<file path="config.mk">
export PLATFORM = sky130hd
export DESIGN_NAME = dmem_ctrl
export DESIGN_NICKNAME = d
export VERILOG_FILES = /design/src/rtl/dmem_ctrl_pkg.sv /design/src/rtl/dmem_lane_align.sv /design/src/rtl/dmem_ctrl.sv
export SDC_FILE = /design/constraint.sdc
export NUM_CORES = 1
export LEC_CHECK = 0
export ABC_AREA = 0
export CAP_MARGIN = 10
export CORE_MARGIN = 4
export CORE_UTILIZATION = 49
export DETAILED_ROUTE_END_ITERATION = 10
export PLACE_DENSITY = 0.93
export SLEW_MARGIN = 0
export SYNTH_ARGS = -nofsm -noshare
export SYNTH_HDL_FRONTEND = slang
export SYNTH_HIERARCHICAL = 1
export SYNTH_SLANG_ARGS = --single-unit
</file>
<file path="constraint.sdc">
create_clock -name clk -period 2.9 [get_ports clk]
set_input_delay 0.58 -clock clk [delete_from_list [all_inputs] [get_ports clk]]
set_output_delay 0.58 -clock clk [all_outputs]
set_load 0.01 [all_outputs]
</file>
<file path="src/rtl/dmem_ctrl_pkg.sv">
// Shared types and constants for the data-memory controller: FSM encodings,
// funct3 access-size codes and legality/misalignment helpers.
package dmem_ctrl_pkg;

  typedef enum logic [1:0] {
    DMEM_IDLE = 2'd0,
    DMEM_REQ  = 2'd1,
    DMEM_DONE = 2'd2
  } dmem_state_e;

  localparam int BYTE_EN_BUS = 4;

  localparam logic [2:0] INST_BYTE        = 3'b000;
  localparam logic [2:0] INST_HALF_WORD   = 3'b001;
  localparam logic [2:0] INST_WORD        = 3'b010;
  localparam logic [2:0] INST_BYTE_U      = 3'b100;
  localparam logic [2:0] INST_HALF_WORD_U = 3'b101;

  function automatic logic funct3_legal(input logic [2:0] f3, input logic is_store);
    if (is_store) return (f3 == INST_BYTE) || (f3 == INST_HALF_WORD) || (f3 == INST_WORD);
    return (f3 == INST_BYTE) || (f3 == INST_HALF_WORD) || (f3 == INST_WORD) ||
           (f3 == INST_BYTE_U) || (f3 == INST_HALF_WORD_U);
  endfunction

  // size in f3[1:0]: 00 byte, 01 half, 10 word
  function automatic logic misaligned(input logic [1:0] size, input logic [1:0] offs);
    return ((size == 2'b01) && offs[0]) || ((size == 2'b10) && (offs != 2'b00));
  endfunction

endpackage

</file>
<file path="src/rtl/dmem_lane_align.sv">
// Combinational byte-lane steering: byte enables, store-data shift up and
// load-data shift down to lane 0. Upper load bits are passed raw.
module dmem_lane_align
  import dmem_ctrl_pkg::*;
(
  input  logic [1:0]             size_i,
  input  logic [1:0]             offs_i,
  input  logic [31:0]            wdata_i,
  input  logic [31:0]            rdata_i,
  output logic [BYTE_EN_BUS-1:0] be_o,
  output logic [31:0]            wdata_o,
  output logic [31:0]            rdata_o
);

  logic [1:0] sh;
  logic [4:0] bits;

  always_comb begin
    sh   = 2'b00;
    be_o = 4'b1111;
    case (size_i)
      2'b00: begin sh = offs_i;              be_o = 4'b0001 << offs_i;              end
      2'b01: begin sh = {offs_i[1], 1'b0};   be_o = 4'b0011 << {offs_i[1], 1'b0};   end
      default: begin sh = 2'b00;             be_o = 4'b1111;                        end
    endcase
  end

  assign bits    = {sh, 3'b000};
  assign wdata_o = wdata_i << bits;
  assign rdata_o = rdata_i >> bits;

endmodule

</file>
<file path="src/rtl/dmem_ctrl.sv">
// MEM-stage data-RAM access sequencer over a req/ack bus, one access at a time.
// Optional feature: define DMEM_MISALIGN_CHECK_EN to fault misaligned half/word accesses.
module dmem_ctrl
  import dmem_ctrl_pkg::*;
#(
  parameter int TIMEOUT_CYCLES = 64,
  parameter int TIMEOUT_WIDTH  = 7
) (
  input  logic                   clk,
  input  logic                   rst_n,
  input  logic                   wmem_en_i,
  input  logic                   rmem_en_i,
  input  logic [31:0]            mem_addr_i,
  input  logic [2:0]             funct3_i,
  input  logic [31:0]            mem_wdata_i,
  output logic [31:0]            mem_rdata_o,
  output logic                   stall_o,
  output logic                   done_o,
  output logic                   fault_o,
`ifdef DMEM_MISALIGN_CHECK_EN
  output logic                   misalign_o,
`endif
  output logic                   bus_req_o,
  output logic                   bus_we_o,
  output logic [31:0]            bus_addr_o,
  output logic [BYTE_EN_BUS-1:0] bus_be_o,
  output logic [31:0]            bus_wdata_o,
  input  logic                   bus_ack_i,
  input  logic                   bus_err_i,
  input  logic [31:0]            bus_rdata_i
);

  dmem_state_e              state_q;
  logic [31:0]              addr_q;
  logic [1:0]               size_q;
  logic                     we_q;
  logic [31:0]              wdata_q;
  logic [31:0]              rdata_q;
  logic                     done_q;
  logic                     fault_q;
  logic [TIMEOUT_WIDTH-1:0] cnt_q;

  logic                     req;
  logic                     legal;
  logic                     bad_d;
  logic                     timeout_hit;
  logic [BYTE_EN_BUS-1:0]   be;
  logic [31:0]              wdata_sh;
  logic [31:0]              rdata_sh;

  assign req   = wmem_en_i | rmem_en_i;
  assign legal = funct3_legal(funct3_i, wmem_en_i);

`ifdef DMEM_MISALIGN_CHECK_EN
  logic misalign_q;
  logic mis_d;
  assign mis_d      = legal && misaligned(funct3_i[1:0], mem_addr_i[1:0]);
  assign bad_d      = !legal || mis_d;
  assign misalign_o = misalign_q;
`else
  assign bad_d = !legal;
`endif

  generate
    if (TIMEOUT_CYCLES == 0) begin : g_no_to
      assign timeout_hit = 1'b0;
    end else begin : g_to
      assign timeout_hit = (cnt_q == TIMEOUT_WIDTH'(TIMEOUT_CYCLES - 1));
    end
  endgenerate

  // Steering runs off the latched request so bus outputs hold through REQ.
  dmem_lane_align u_align (
    .size_i  (size_q),
    .offs_i  (addr_q[1:0]),
    .wdata_i (wdata_q),
    .rdata_i (bus_rdata_i),
    .be_o    (be),
    .wdata_o (wdata_sh),
    .rdata_o (rdata_sh)
  );

  always_ff @(posedge clk or negedge rst_n) begin
    if (!rst_n) begin
      state_q    <= DMEM_IDLE;
      addr_q     <= '0;
      size_q     <= '0;
      we_q       <= 1'b0;
      wdata_q    <= '0;
      rdata_q    <= '0;
      done_q     <= 1'b0;
      fault_q    <= 1'b0;
      cnt_q      <= '0;
`ifdef DMEM_MISALIGN_CHECK_EN
      misalign_q <= 1'b0;
`endif
    end else begin
      done_q     <= 1'b0;
      fault_q    <= 1'b0;
`ifdef DMEM_MISALIGN_CHECK_EN
      misalign_q <= 1'b0;
`endif
      case (state_q)
        DMEM_IDLE: if (req) begin
          if (bad_d) begin
            state_q    <= DMEM_DONE;
            done_q     <= 1'b1;
            fault_q    <= 1'b1;
            rdata_q    <= '0;
`ifdef DMEM_MISALIGN_CHECK_EN
            misalign_q <= mis_d;
`endif
          end else begin
            state_q <= DMEM_REQ;
            addr_q  <= mem_addr_i;
            size_q  <= funct3_i[1:0];
            we_q    <= wmem_en_i;
            wdata_q <= mem_wdata_i;
            cnt_q   <= '0;
          end
        end
        DMEM_REQ: begin
          if (bus_ack_i) begin
            state_q <= DMEM_DONE;
            done_q  <= 1'b1;
            fault_q <= bus_err_i;
            rdata_q <= (bus_err_i || we_q) ? 32'h0 : rdata_sh;
          end else if (timeout_hit) begin
            state_q <= DMEM_DONE;
            done_q  <= 1'b1;
            fault_q <= 1'b1;
            rdata_q <= '0;
          end else begin
            cnt_q <= cnt_q + 1'b1;
          end
        end
        default: state_q <= DMEM_IDLE;
      endcase
    end
  end

  assign stall_o     = ((state_q == DMEM_IDLE) && req) || (state_q == DMEM_REQ);
  assign done_o      = done_q;
  assign fault_o     = fault_q;
  assign mem_rdata_o = rdata_q;
  assign bus_req_o   = (state_q == DMEM_REQ);
  assign bus_we_o    = bus_req_o && we_q;
  assign bus_addr_o  = {addr_q[31:2], 2'b00};
  assign bus_be_o    = bus_req_o ? be : '0;
  assign bus_wdata_o = wdata_sh;

endmodule

</file>
Yosys cells after proc, flatten, opt, wreduce, memory -nomap -nowiden
Index checks and enable logic that the tools add are counted.
Word-level totals
  register bits after elaboration: 110
  input bits: 105
  output and inout bits: 105
  logic and storage cells: 73
Operators by class
  add/sub/neg operators: 1
  equal/unequal tests: 13
  shift-type cells: 4
  mux-type cells: 29
  bitwise logic cells: 1
  reductions and logical operators: 16
Operators by type and width (number)
  32-bit 2-to-1 mux: 5
  32-bit case mux with 2 select lines: 1
  32-bit by 5-bit << shifter with 32-bit output: 1
  32-bit by 5-bit right shift with 32-bit output: 1
  7-bit 2-to-1 mux: 4
  7-bit case mux with 2 select lines: 1
  2-bit inequality test, second input constant: 5
  1-bit 2-to-1 mux: 8
  2-bit 2-to-1 mux: 4
  2-bit case mux with 2 select lines: 2
  4-bit case mux with 2 select lines: 1
  7-bit by 1-bit adder with 7-bit output, second input constant: 1
  7-bit by 6-bit == test with 1-bit output, second input constant: 1
  3-bit == test, second input constant: 2
  1-bit logical OR: 6
  5-bit AND reduction: 1
  2-bit by 1-bit == test with 1-bit output, second input constant: 2
  2-bit zero test: 2
  4-bit 2-to-1 mux: 1
  1-bit case mux with 2 select lines: 2
  4-bit AND reduction: 1
  1-bit by 2-bit << shifter with 4-bit output, first input constant: 1
  2-bit by 2-bit << shifter with 4-bit output, first input constant: 1
  3-bit by 1-bit == test with 1-bit output, second input constant: 1
  8 further kinds: 9

Depth between registers and ports, before layout
  word-level depth: 9
  depth in mapped cells: 7
  depth with buffers taken out: 5

Cells and area by module
Netlist, hierarchy kept.
By module, submodules not included
  dmem_ctrl: instances 1, cells each 313, area an instance 4489.3 um^2, seq. area each 2752.6 um^2
  dmem_lane_align: instances 1, cells each 174, area an instance 1292.5 um^2, seq. area each 0.0 um^2

Worst setup path after synthesis
OpenSTA, ideal clock, no wires.
  path kind: register to output
  from: register size_q[0]
  to: output bus_wdata_o[16]
  arrival time: 1343 ps
  required time: 2320 ps
  path slack: 977 ps
  stages on the path, launching flop included: 5
  buffers on the path: 1
  path through: dfrtp_1 nand2b_4 a21o_4 buf_6 a221o_1
Between the ends
  cells in the longest elaborated chain, start to end: 3
  elaborated cells between the ends (all ways): 4
  classes of those cells: eq/ne: 1; shift: 1; mux: 1; reduce/logical: 1
RTL lines
  start: declaration: RTL line dmem_ctrl.sv:35  | logic [1:0] size_q;
  start signal: assignment: RTL line dmem_ctrl.sv:116  | size_q <= funct3_i[1:0];
  2-bit by 1-bit == test with 1-bit output or 2-bit zero test (tied branches): RTL line dmem_lane_align.sv:21  | case (size_i)
  2-bit case mux with 2 select lines *: RTL line dmem_lane_align.sv:21
  32-bit by 5-bit << shifter with 32-bit output *: RTL line dmem_lane_align.sv:29  | assign wdata_o = wdata_i << bits;
  end: declaration: RTL line dmem_ctrl.sv:27  | output logic [31:0] bus_wdata_o,
Mark *: on every way between the ends. The rest lies on a longest branch, timed or not.

Worst setup path in the final report
  from: register size_q[0]
  to: output bus_wdata_o[20]
Same word-level chain as after synthesis.

==> impl_metrics.toml <==
[worst_setup_path]
cp_slowest_cell = "clkdlybuf4s50_1"
path_delay_family = "compound AO/OA/AOI/OAI gates"
cp_num_buf_inv = 1
path_cells = "nand2b_4, a21o_4, a221o_1, clkdlybuf4s50_1"
crit_type = "reg -> out"
cp_max_fo = 19
startpoint_type = "flop"
endpoint_kind = "output port"
cp.depth = 4
required_ns = 2.32
r2r_cells = 6
cp_slowest_stage_delay_ns = 0.48
worstPathArrival_ns = 2.24

[cells_and_area]
num-nets-final = 764
num_antenna_cells = 0
nFillCells = 809
fin_area_mm2 = 0.00806
drive_gt1_share_pct = 16.6
syn_to_final_growth_pct = 39.5

[placed_design]
dp_hpwl_mm = 11.6
port_buffers = 207
gp_congestion = 0.879
place_area_mm2 = 0.00774
pre_cts_ws_ns = 0.307

[logic_synthesis]
synth_top_area_cell = "dfrtp_1"
yosysWarningCount = 6
async_flop_share_pct = 100
syn_inst = 487
synth_ff_type = "dfrtp_1"
syn_avg_cell_area_um2 = 11.9
synth_edf_count = 0
synth.area.top_cells = "dfrtp_1, mux2_2, mux2i_1"
yosysMostFrequentCell = "dfrtp_1"
yosysSeqAreaShare_pct = 47.6
yosysTopAreaCellShare_pct = 47.6
synth_seq_cells = 110
syn_area_mm2 = 0.00578
yosysUniqueCellTypes = 41
synthTopCellsByCount = "dfrtp_1, mux2_2, mux2i_1"

[routing]
via_per_inst = 5.76
drt-initial-drc-count = 476
met3WireLength_mm = 1.32
drc = 0
drt-total-wl_mm = 16.3
wl_met1_mm = 6.30
wl_met2_mm = 8.24
first_pass_iters = 5
avgRoutedWirePerCell_um = 20.2
highest_layer = "met4"
vias = 4645
ant_nets = 0

[timing]
fmax_mhz = 355
rsz0062_at_grt = "false"
final_max_slew_viol_count = 0
fin_skew_ns = 0.00901
final_hold_viol_count = 0
setup_viol = 0
layout_min_cycle_time_ns = 2.82
worstMarginPinSlew_ns = 0.606
maxSlewHeadroom_pct = 59.6
fin_ws_ns = 0.0822
setup_tns_ns = 0
post-route-period-util_pct = 97.2

[clock_network]
clock_path_buffers = 2
htreeDepth = 3
cts_hold_buf = 0
clock-root-buffer = "clkbuf_16"
cts_tree = "built"
cts_buffers = 9
numClockSinks = 110
clk_latency_ns = 0.34
clk_transition_reported_paths_ns = 0.07

[floorplanning]
die_w_um = 117
ios = 210
core_mm2 = 0.0115
die-area_mm2 = 0.0136
initial_core_util_pct = 50.4
dieHeight_um = 117
rows = 39

[global_routing]
grt_max_degree = 66
grt_usage_pct = 23.3
grt_pass1_vias = 4645
grt_pass1_wl_mm = 24.7
antenna_found_initial = 0
grt.overflow.total = 0

[min_path]
hp-class = "in -> async"

[power_and_ir_drop]
powerDensity_mw_per_mm2 = 1050
leakagePower_nw = 3.45
p_sw_mw = 3.02
pwr-share-clk_pct = 14.6
p_total_mw = 8.45
switching_share_pct = 35.8
pwr-share-seq_pct = 31.5
internal_power_mw = 5.42
comb_power_share_pct = 53.9
vdd.ir_drop.worst_mv = 0.891

[status]
status = "finished, final reports clean"

[job]
maxCapViolCount = 0
==> logic make-up (layout without fill, tap and decap cells) <==
| logic type | Yosys count | count (layout) | share of synthesized area, % |
|---|---|---|---|
| mux | 116 | 116 | 21.5 |
| simple gates | 109 | 109 | 10.5 |
| other cells | 1 | 2 | 0.0649 |
| fa+ha+maj | 1 | 1 | 0.216 |
| compound gates | 80 | 81 | 11.5 |
| flops | 110 | 110 | 47.6 |
| buf+inv | 70 | 244 | 8.57 |
==> per-layer routing <==
| layer | track usage [%] | up-vias |
|---|---|---|
| met2 | 39.6 | 241 |
| li1 | - | 2064 |
| met3 | 3.63 | 43 |
| met1 | 30.2 | 2297 |
| met5 | 0 | - |
| met4 | 8.33 | 0 |
==> through the flow <==
stage	std cells	hold slack [ns]	utilization, %
after floorplan	488	0.284	-
after global placement	787	0.487	67.5
after global routing	806	0.288	70.3
after CTS	803	0.267	70.0
final	806	0.238	70.3
after detailed placement	787	0.492	67.5
==> worst reg2reg max path: stages (launching register included) <==
cell and delay [ns]:
dfrtp_1 0.48, nor2b_4 0.23, buf_4 0.27, buf_4 0.33, mux2i_1 0.26, mux2i_1 0.14, a22o_1 0.21
==> sequential cells by signal, summed over array words and instances, names as in the netlist <==
| name | flops |
|---|---|
| done_o | 1 |
| cnt_q | 7 |
| mem_rdata_o | 32 |
| size_q | 2 |
| state_q | 2 |
| addr_q | 32 |
| wdata_q | 32 |
| fault_o | 1 |
| we_q | 1 |
==> power by group through the flow <==
stage / Clock [mW] / Combinational (mW) / Sequential, mW
2_1_floorplan: 0 / 2.81 / 2.53
3_5_place_dp: 0 / 4.50 / 2.65
5_1_grt: 1.32 / 4.85 / 2.73
3_3_place_gp: 0 / 4.40 / 2.60
4_1_cts: 1.26 / 4.52 / 2.63
6_report: 1.23 / 4.56 / 2.66
==> path summary, 6_finish.rpt <==
path	from	to	slack [ns]
max	size_q[0]	bus_wdata_o[20]	0.08
min	rst_n	wdata_q[6]	0.24
max reg2reg	addr_q[1]	mem_rdata_o[1]	0.89
min reg2reg	cnt_q[6]	cnt_q[6]	0.51
max in group asynchronous	rst_n	wdata_q[26]	1.88
min in group clk	cnt_q[6]	cnt_q[6]	0.51
==> area by class of cell <==
cell class                      instances  area [µm²]  share of cell area [%]
Sequential cell                       110        2750                    34.2
Multi-Input combinational cell        309        2560                    31.8
Timing Repair Buffer                  221        2240                    27.8
Clock buffer                           12         236                    2.93
Tap cell                              143         179                    2.22
Clock inverter                          4        56.3                   0.698
Inverter                                7        28.8                   0.357
==> cells in the final DEF (no fill, tap or decap), drive strengths merged, types with 10 or more instances in the layout <==
cell type and n:
nor2 10, dfrtp 110, a221o 16, clkbuf 12
and3 16, a21oi 18, mux2i 50, buf 15
nand2 40, a22o 32, clkdlybuf4s50 206, and2 22
mux2 66
==> timing repair <==
item	CTS	global route
setup endpoints to repair	0	20
resized for setup	0	4
buffers inserted	0	2
(Power assumes the default switching activity.)
